File: config.mk
export PLATFORM = sky130hd
export DESIGN_NAME = gate_array_unit
export DESIGN_NICKNAME = d
export VERILOG_FILES = /design/src/rtl/gate_pkg.sv /design/src/rtl/gate_op.sv /design/src/rtl/gate_array_unit.sv
export SDC_FILE = /design/constraint.sdc
export NUM_CORES = 1
export LEC_CHECK = 0
export ABC_AREA = 1
export CAP_MARGIN = 20
export CORE_ASPECT_RATIO = 1.25
export CORE_MARGIN = 3
export CORE_UTILIZATION = 51
export DETAILED_ROUTE_END_ITERATION = 12
export PLACE_DENSITY = 0.87
export SETUP_SLACK_MARGIN = 0.4
export SYNTH_ARGS = -nofsm -noshare
export SYNTH_HDL_FRONTEND = slang
export SYNTH_SLANG_ARGS = --single-unit
File: constraint.sdc
create_clock -name clk -period 2.12 [get_ports clk]
set_clock_uncertainty 0.2 [all_clocks]
set_input_delay 0.636 -clock clk [delete_from_list [all_inputs] [get_ports clk]]
set_output_delay 0.636 -clock clk [all_outputs]
set_load 0.01 [all_outputs]
File: src/rtl/gate_pkg.sv
// Shared definitions for the gate array unit: operation encodings and widths.
package gate_pkg;

    localparam int OP_W = 3;

    typedef enum logic [OP_W-1:0] {
        OP_AND    = 3'd0,
        OP_OR     = 3'd1,
        OP_XOR    = 3'd2,
        OP_NAND   = 3'd3,
        OP_NOR    = 3'd4,
        OP_XNOR   = 3'd5,
        OP_NOT_A  = 3'd6,
        OP_PASS_A = 3'd7
    } op_t;

endpackage

File: src/rtl/gate_op.sv
// Combinational bitwise gate: applies one of eight logic operations across WIDTH bits.
module gate_op
    import gate_pkg::*;
#(
    parameter int WIDTH = 8
) (
    input  logic [WIDTH-1:0] a,
    input  logic [WIDTH-1:0] b,
    input  op_t              op,
    output logic [WIDTH-1:0] f
);

    always_comb begin
        f = '0;
        case (op)
            OP_AND:    f = a & b;
            OP_OR:     f = a | b;
            OP_XOR:    f = a ^ b;
            OP_NAND:   f = ~(a & b);
            OP_NOR:    f = ~(a | b);
            OP_XNOR:   f = ~(a ^ b);
            OP_NOT_A:  f = ~a;
            OP_PASS_A: f = a;
        endcase
    end

endmodule

File: src/rtl/gate_array_unit.sv
// Registered gate unit with a one-entry valid/ready output buffer and a saturating drain counter.
// Define GATE_ARRAY_UNIT_PARITY_EN to add the registered parity output par.
module gate_array_unit
    import gate_pkg::*;
#(
    parameter int WIDTH = 8,
    parameter int CNT_W = 16
) (
    input  logic             clk,
    input  logic             rst,
    input  logic             in_valid,
    output logic             in_ready,
    input  logic [WIDTH-1:0] a,
    input  logic [WIDTH-1:0] b,
    input  logic [OP_W-1:0]  op,
    output logic             out_valid,
    input  logic             out_ready,
    output logic [WIDTH-1:0] y,
    output logic             zero,
`ifdef GATE_ARRAY_UNIT_PARITY_EN
    output logic             par,
`endif
    output logic [CNT_W-1:0] count
);

    logic [WIDTH-1:0] f;
    logic             accept, drain;

    logic             valid_q, valid_d;
    logic [WIDTH-1:0] y_q, y_d;
    logic             zero_q, zero_d;
    logic [CNT_W-1:0] count_q, count_d;
`ifdef GATE_ARRAY_UNIT_PARITY_EN
    logic             par_q, par_d;
`endif

    gate_op #(.WIDTH(WIDTH)) u_gate_op (
        .a  (a),
        .b  (b),
        .op (op_t'(op)),
        .f  (f)
    );

    // A drain in the same cycle frees the slot, so accepts never bubble.
    assign in_ready = !valid_q || out_ready;
    assign accept   = in_valid && in_ready;
    assign drain    = valid_q && out_ready;

    always_comb begin
        valid_d = valid_q;
        y_d     = y_q;
        zero_d  = zero_q;
        count_d = count_q;
`ifdef GATE_ARRAY_UNIT_PARITY_EN
        par_d   = par_q;
`endif
        if (accept) begin
            valid_d = 1'b1;
            y_d     = f;
            zero_d  = (f == '0);
`ifdef GATE_ARRAY_UNIT_PARITY_EN
            par_d   = ^f;
`endif
        end else if (drain) begin
            valid_d = 1'b0;
        end
        if (drain && (count_q != '1)) begin
            count_d = count_q + 1'b1;
        end
    end

    always_ff @(posedge clk) begin
        if (rst) begin
            valid_q <= 1'b0;
            y_q     <= '0;
            zero_q  <= 1'b0;
            count_q <= '0;
`ifdef GATE_ARRAY_UNIT_PARITY_EN
            par_q   <= 1'b0;
`endif
        end else begin
            valid_q <= valid_d;
            y_q     <= y_d;
            zero_q  <= zero_d;
            count_q <= count_d;
`ifdef GATE_ARRAY_UNIT_PARITY_EN
            par_q   <= par_d;
`endif
        end
    end

    assign out_valid = valid_q;
    assign y         = y_q;
    assign zero      = zero_q;
    assign count     = count_q;
`ifdef GATE_ARRAY_UNIT_PARITY_EN
    assign par       = par_q;
`endif

endmodule
==> metrics.yaml, run 1 <==
outcome:
  outcome: "did not finish"
  haltStage: "global routing"
  firstError: "[ERROR GRT-0232] Routing congestion too high. Check the congestion heatmap in the GUI."
clocking:
  cts_sinks: 26
  root_buffer: "clkbuf_8"
  htree_levels: 1
  numCtsBuffers: 3
  clk_path_buf_depth: 2
  ctsHoldBuffers: 0
grt:
  grt-ovfl-total: 173
  track_usage: 0.739
  grt_max_degree: 17
die:
  ios: 50
  die_x_um: 65.3
  start_util: 0.538
  chipHeight_um: 80.1
  rows: 26
synth:
  syn_area_um2: 2240
  synth_flop_cell: "dfxtp_1"
  yosysTopAreaCell: "dfxtp_1"
  postSynthCellCount: 360
  synth_top_area_share: 0.232
  synth_cell_types: 29
  avgSynthCellArea_um2: 6.23
  synth_area_leaders: "dfxtp_1 23%, nand2_1 14%, ha_1 9.5%"
  synth_edf_count: 0
  synth_warnings: 0
  synth_fp_nets: 400
  async_flop_share: 0
  ys_seq_area_frac: 0.232
  ys_ff_latch: 26
placed_design:
  port_buffers: 49
  hpwl_mm: 4.92
  place_congestion: 0.906
sta:
  grt-worst-endpoint: "count[0]$_SDFFE_PP0P_/D"
  worstEndpointType: "register data pin"
metrics by stage:
stage,cells,setup WS [ns],area (um2)
4_1_cts,527,0.141,3760
3_5_place_dp,494,-0.506,3090
3_3_place_gp,494,-0.512,3090
2_1_floorplan,360,0.275,2320
routing by layer:
metal | overflow | GRT usage
met1 | 2 | 0.697
met2 | 131 | 1.04
met3 | 0 | 0.375
met4 | 40 | 0.894
met5 | 0 | 0
kinds of logic after synthesis:
family | Yosys count | synth area share
and+or+nand+nor | 198 | 0.406
buffers and inverters | 74 | 0.147
AOI/OAI and AO/OA | 37 | 0.0882
DFF | 26 | 0.232
adders and majority gates | 17 | 0.0949
xor gates and xnor gates | 8 | 0.0313
synth_stat cells, types with 2 or more instances:
cell type,n
nand4_1,19
buf_2,3
dfxtp_1,26
nand3_1,32
ha_1,17
nor2_1,35
buf_6,5
buf_4,3
nor2_2,2
nand2_2,3
nand3b_1,3
o22ai_1,2
o21ai_1,2
xor2_1,5
o211ai_1,4
nand2_1,86
clkbuf_1,3
a21oi_1,14
nor2_4,2
inv_1,55
inv_2,4
o21ai_0,15
nor3_1,12
xnor2_1,3
repair_timing:
item / 4_1_cts
setup endpoints to repair: 52
buffers inserted: 24
pin swaps: 71
gates resized for setup: 265
gates cloned: 5
==> run 2: changes to the inputs <==
- CORE_ASPECT_RATIO: 1.25 -> default
- CORE_UTILIZATION: 51 -> 40
- PLACE_DENSITY: 0.87 -> default
- PLACE_DENSITY_LB_ADDON: default -> 0.15
- SETUP_SLACK_MARGIN: 0.4 -> default
==> metrics.yaml, run 2 <==
grt:
  grt_pass1_vias: 2487
  grt_first_pass_wirelength_mm: 11.2
  grt_max_degree: 16
  grt-ovfl-total: 0
  antenna_found_initial: 0
  track_usage: 0.211
clocking:
  ctsHoldBuffers: 0
  clock_latency_ns: 0.27
  cts_tree: "yes"
  root_buffer: "clkbuf_8"
  numCtsBuffers: 3
  htree_levels: 1
  clkTransAtPathRegs_ns: 0.10
  cts_sinks: 26
  clk_path_buf_depth: 2
worst_setup_path:
  worst-r2r-setup-slack_ns: 0.23
  arrival_ns: 1.23
  crit_path_top_delay_cell: "clkdlybuf4s50_1"
  critPathLaunch: "count[5]$_SDFFE_PP0P_"
  path_depth: 1
  path_max_fanout: 6
  crit_family: "buffers and inverters"
  path_cells: "clkdlybuf4s50_1"
  rr_worst_depth: 9
  worstSetupEndpointType: "primary output"
  endpoint: "count[5]"
  crit_type: "flip-flop to primary output"
  worstPathRequired_ns: 1.28
  r2r_end: "count[2]$_SDFFE_PP0P_"
  worst_path_largest_cell_delay_ns: 0.55
  path_buf_inv: 1
  r2r_start: "count[0]$_SDFFE_PP0P_"
  cp-start-kind: "flip-flop"
sta:
  fin_crit_sh: 0.975
  drv_slew: 0
  tightestPinTransition_ns: 0.444
  finalSetupViolCount: 0
  finalHoldViolCount: 0
  slew_headroom: 0.702
  max_freq_mhz: 484
  worst_slack_ns: 0.0540
  holdWs_ns: 0.285
  rsz0062_at_grt: "yes"
  fin_crit_ns: 2.07
synth:
  avgSynthCellArea_um2: 6.23
  yosysTopAreaCell: "dfxtp_1"
  ys_seq_area_frac: 0.232
  ys_top_cells_by_count: "86 x nand2_1, 55 x inv_1, 35 x nor2_1, 32 x nand3_1, 26 x dfxtp_1"
  postSynthCellCount: 360
  syn_area_um2: 2240
  synth_top_family_by_area: "simple AND/OR/NAND/NOR gates"
  yosys.area_share.adder: 0.0949
  synth_top_area_share: 0.232
  synth_compound_area_frac: 0.0882
  synth_xor_area_frac: 0.0313
  synthMuxAreaShare: 0
  synth_most_common_cell: "nand2_1"
  synth_warnings: 0
  synth-simple-area-share: 0.406
  synth_cell_types: 29
  synth_flop_cell: "dfxtp_1"
  synth_area_leaders: "dfxtp_1 23%, nand2_1 14%, ha_1 9.5%"
  synth_edf_count: 0
  synth_fp_nets: 400
  async_flop_share: 0
  ys_ff_latch: 26
pwr:
  powerDensity_nw_per_um2: 403
  switchingPower_w: 0.000390
  seq_power_share: 0.379
  ir_drop_v: 0.000290
  internal-power_w: 0.000976
  p_clk_frac: 0.301
  switching_share: 0.286
  p_leak_nw: 1.63
  power_w: 0.00137
  power_frac_comb: 0.319
job:
  drv_cap: 0
final_layout:
  syn2layout_area_growth_pct: 51.2
  diodes: 0
  fin_nets: 501
  fin_cells: 530
  drive_gt1_frac: 0.241
  largest_register_ffs: 16
  fillers: 520
  layout_commonest_cell: "nand2_1"
  design_area_um2: 3390
  layout_common_cells: "81 x nand2_1, 54 x buf_4, 49 x inv_1, 34 x nor2_1, 29 x nand3_1"
placed_design:
  placed_cells: 517
  hpwl_mm: 4.83
  placed_area_um2: 3120
  place_congestion: 0.871
  port_buffers: 49
  pre_cts_ws_ns: -0.544
die:
  rows: 26
  core_area_um2: 5270
  chipHeight_um: 80.9
  dieArea_um2: 6540
  start_util: 0.425
  ios: 50
  die_x_um: 80.9
routing:
  drt-total-wl_mm: 6.43
  drt_iter0_markers: 153
  vias: 2623
  wl_per_cell_um: 12.1
  route.detailed.drc: 0
  firstDrtPassIters: 4
  postRouteAntennaNets: 0
  routed_via_density: 4.95
outcome:
  outcome: "complete, no violations"
worst_hold_path:
  min-delay-path-class: "flip-flop to flip-flop"
-- run 2: cell counts after synthesis --
No cell type changed its count.
-- run 2: cell type report --
type / instances / area [um2] / area share
multi-input combinational: 261 / 1520 / 0.447
timing repair buffer: 109 / 948 / 0.280
sequential: 26 / 533 / 0.157
inverter: 60 / 234 / 0.0690
tap: 70 / 87.6 / 0.0258
clock buffer: 3 / 41.3 / 0.0122
clock inverter: 1 / 30.0 / 0.00886
-- run 2: how the worst min path moves through the flow --
stage | from | to | slack [ns] | cells after the start
floorplan | zero$_SDFFE_PP0P_ | zero$_SDFFE_PP0P_ | 0.29 | 2
global placement | zero$_SDFFE_PP0P_ | zero$_SDFFE_PP0P_ | 0.27 | 2
detailed placement | zero$_SDFFE_PP0P_ | zero$_SDFFE_PP0P_ | 0.27 | 2
CTS | zero$_SDFFE_PP0P_ | zero$_SDFFE_PP0P_ | 0.28 | 2
global route | zero$_SDFFE_PP0P_ | zero$_SDFFE_PP0P_ | 0.30 | 2
finish | zero$_SDFFE_PP0P_ | zero$_SDFFE_PP0P_ | 0.28 | 2
-- run 2: timing repair --
action / in CTS / in global routing
endpoints found under the setup margin: 10 / 10
gates resized for setup: 51 / 18
setup buffers: 7 / 0
gates cloned: 2 / 0
pin swaps: 27 / 8
-- run 2: metrics by stage --
stage | util | setup TNS [ns]
finish | 0.643 | 0
global route | 0.643 | -0.0322
CTS | 0.638 | 0
detailed placement | 0.592 | -3.27
global placement | 0.592 | -3.05
floorplan | - | 0
-- run 2: cell families (layout without fill, tap and decap cells) --
group	Yosys count	in the layout
xor+xnor	8	8
buf+inv	74	173
simple gates	198	199
flops	26	26
compound gates	37	37
fa+ha+maj	17	17
-- run 2: per-layer routing --
layer	vias to the layer above	share of wire	wire, um	global-route usage
met5	-	0	0	0
met4	0	0.0079	51	0.0287
met3	6	0.050	323	0.0366
met2	66	0.46	2960	0.360
met1	1191	0.48	3100	0.285
li1	1360	-	-	-
-- run 2: power groups by stage --
| stage | Sequential [W] | Clock [W] | Combinational [W] |
|---|---|---|---|
| finish | 0.000518 | 0.000411 | 0.000436 |
| global route | 0.000520 | 0.000443 | 0.000485 |
| CTS | 0.000518 | 0.000420 | 0.000424 |
| detailed placement | 0.000529 | 0 | 0.000390 |
| global placement | 0.000530 | 0 | 0.000381 |
| floorplan | 0.000536 | 0 | 0.000187 |
Note: power is estimated with default switching activity, not from simulation.
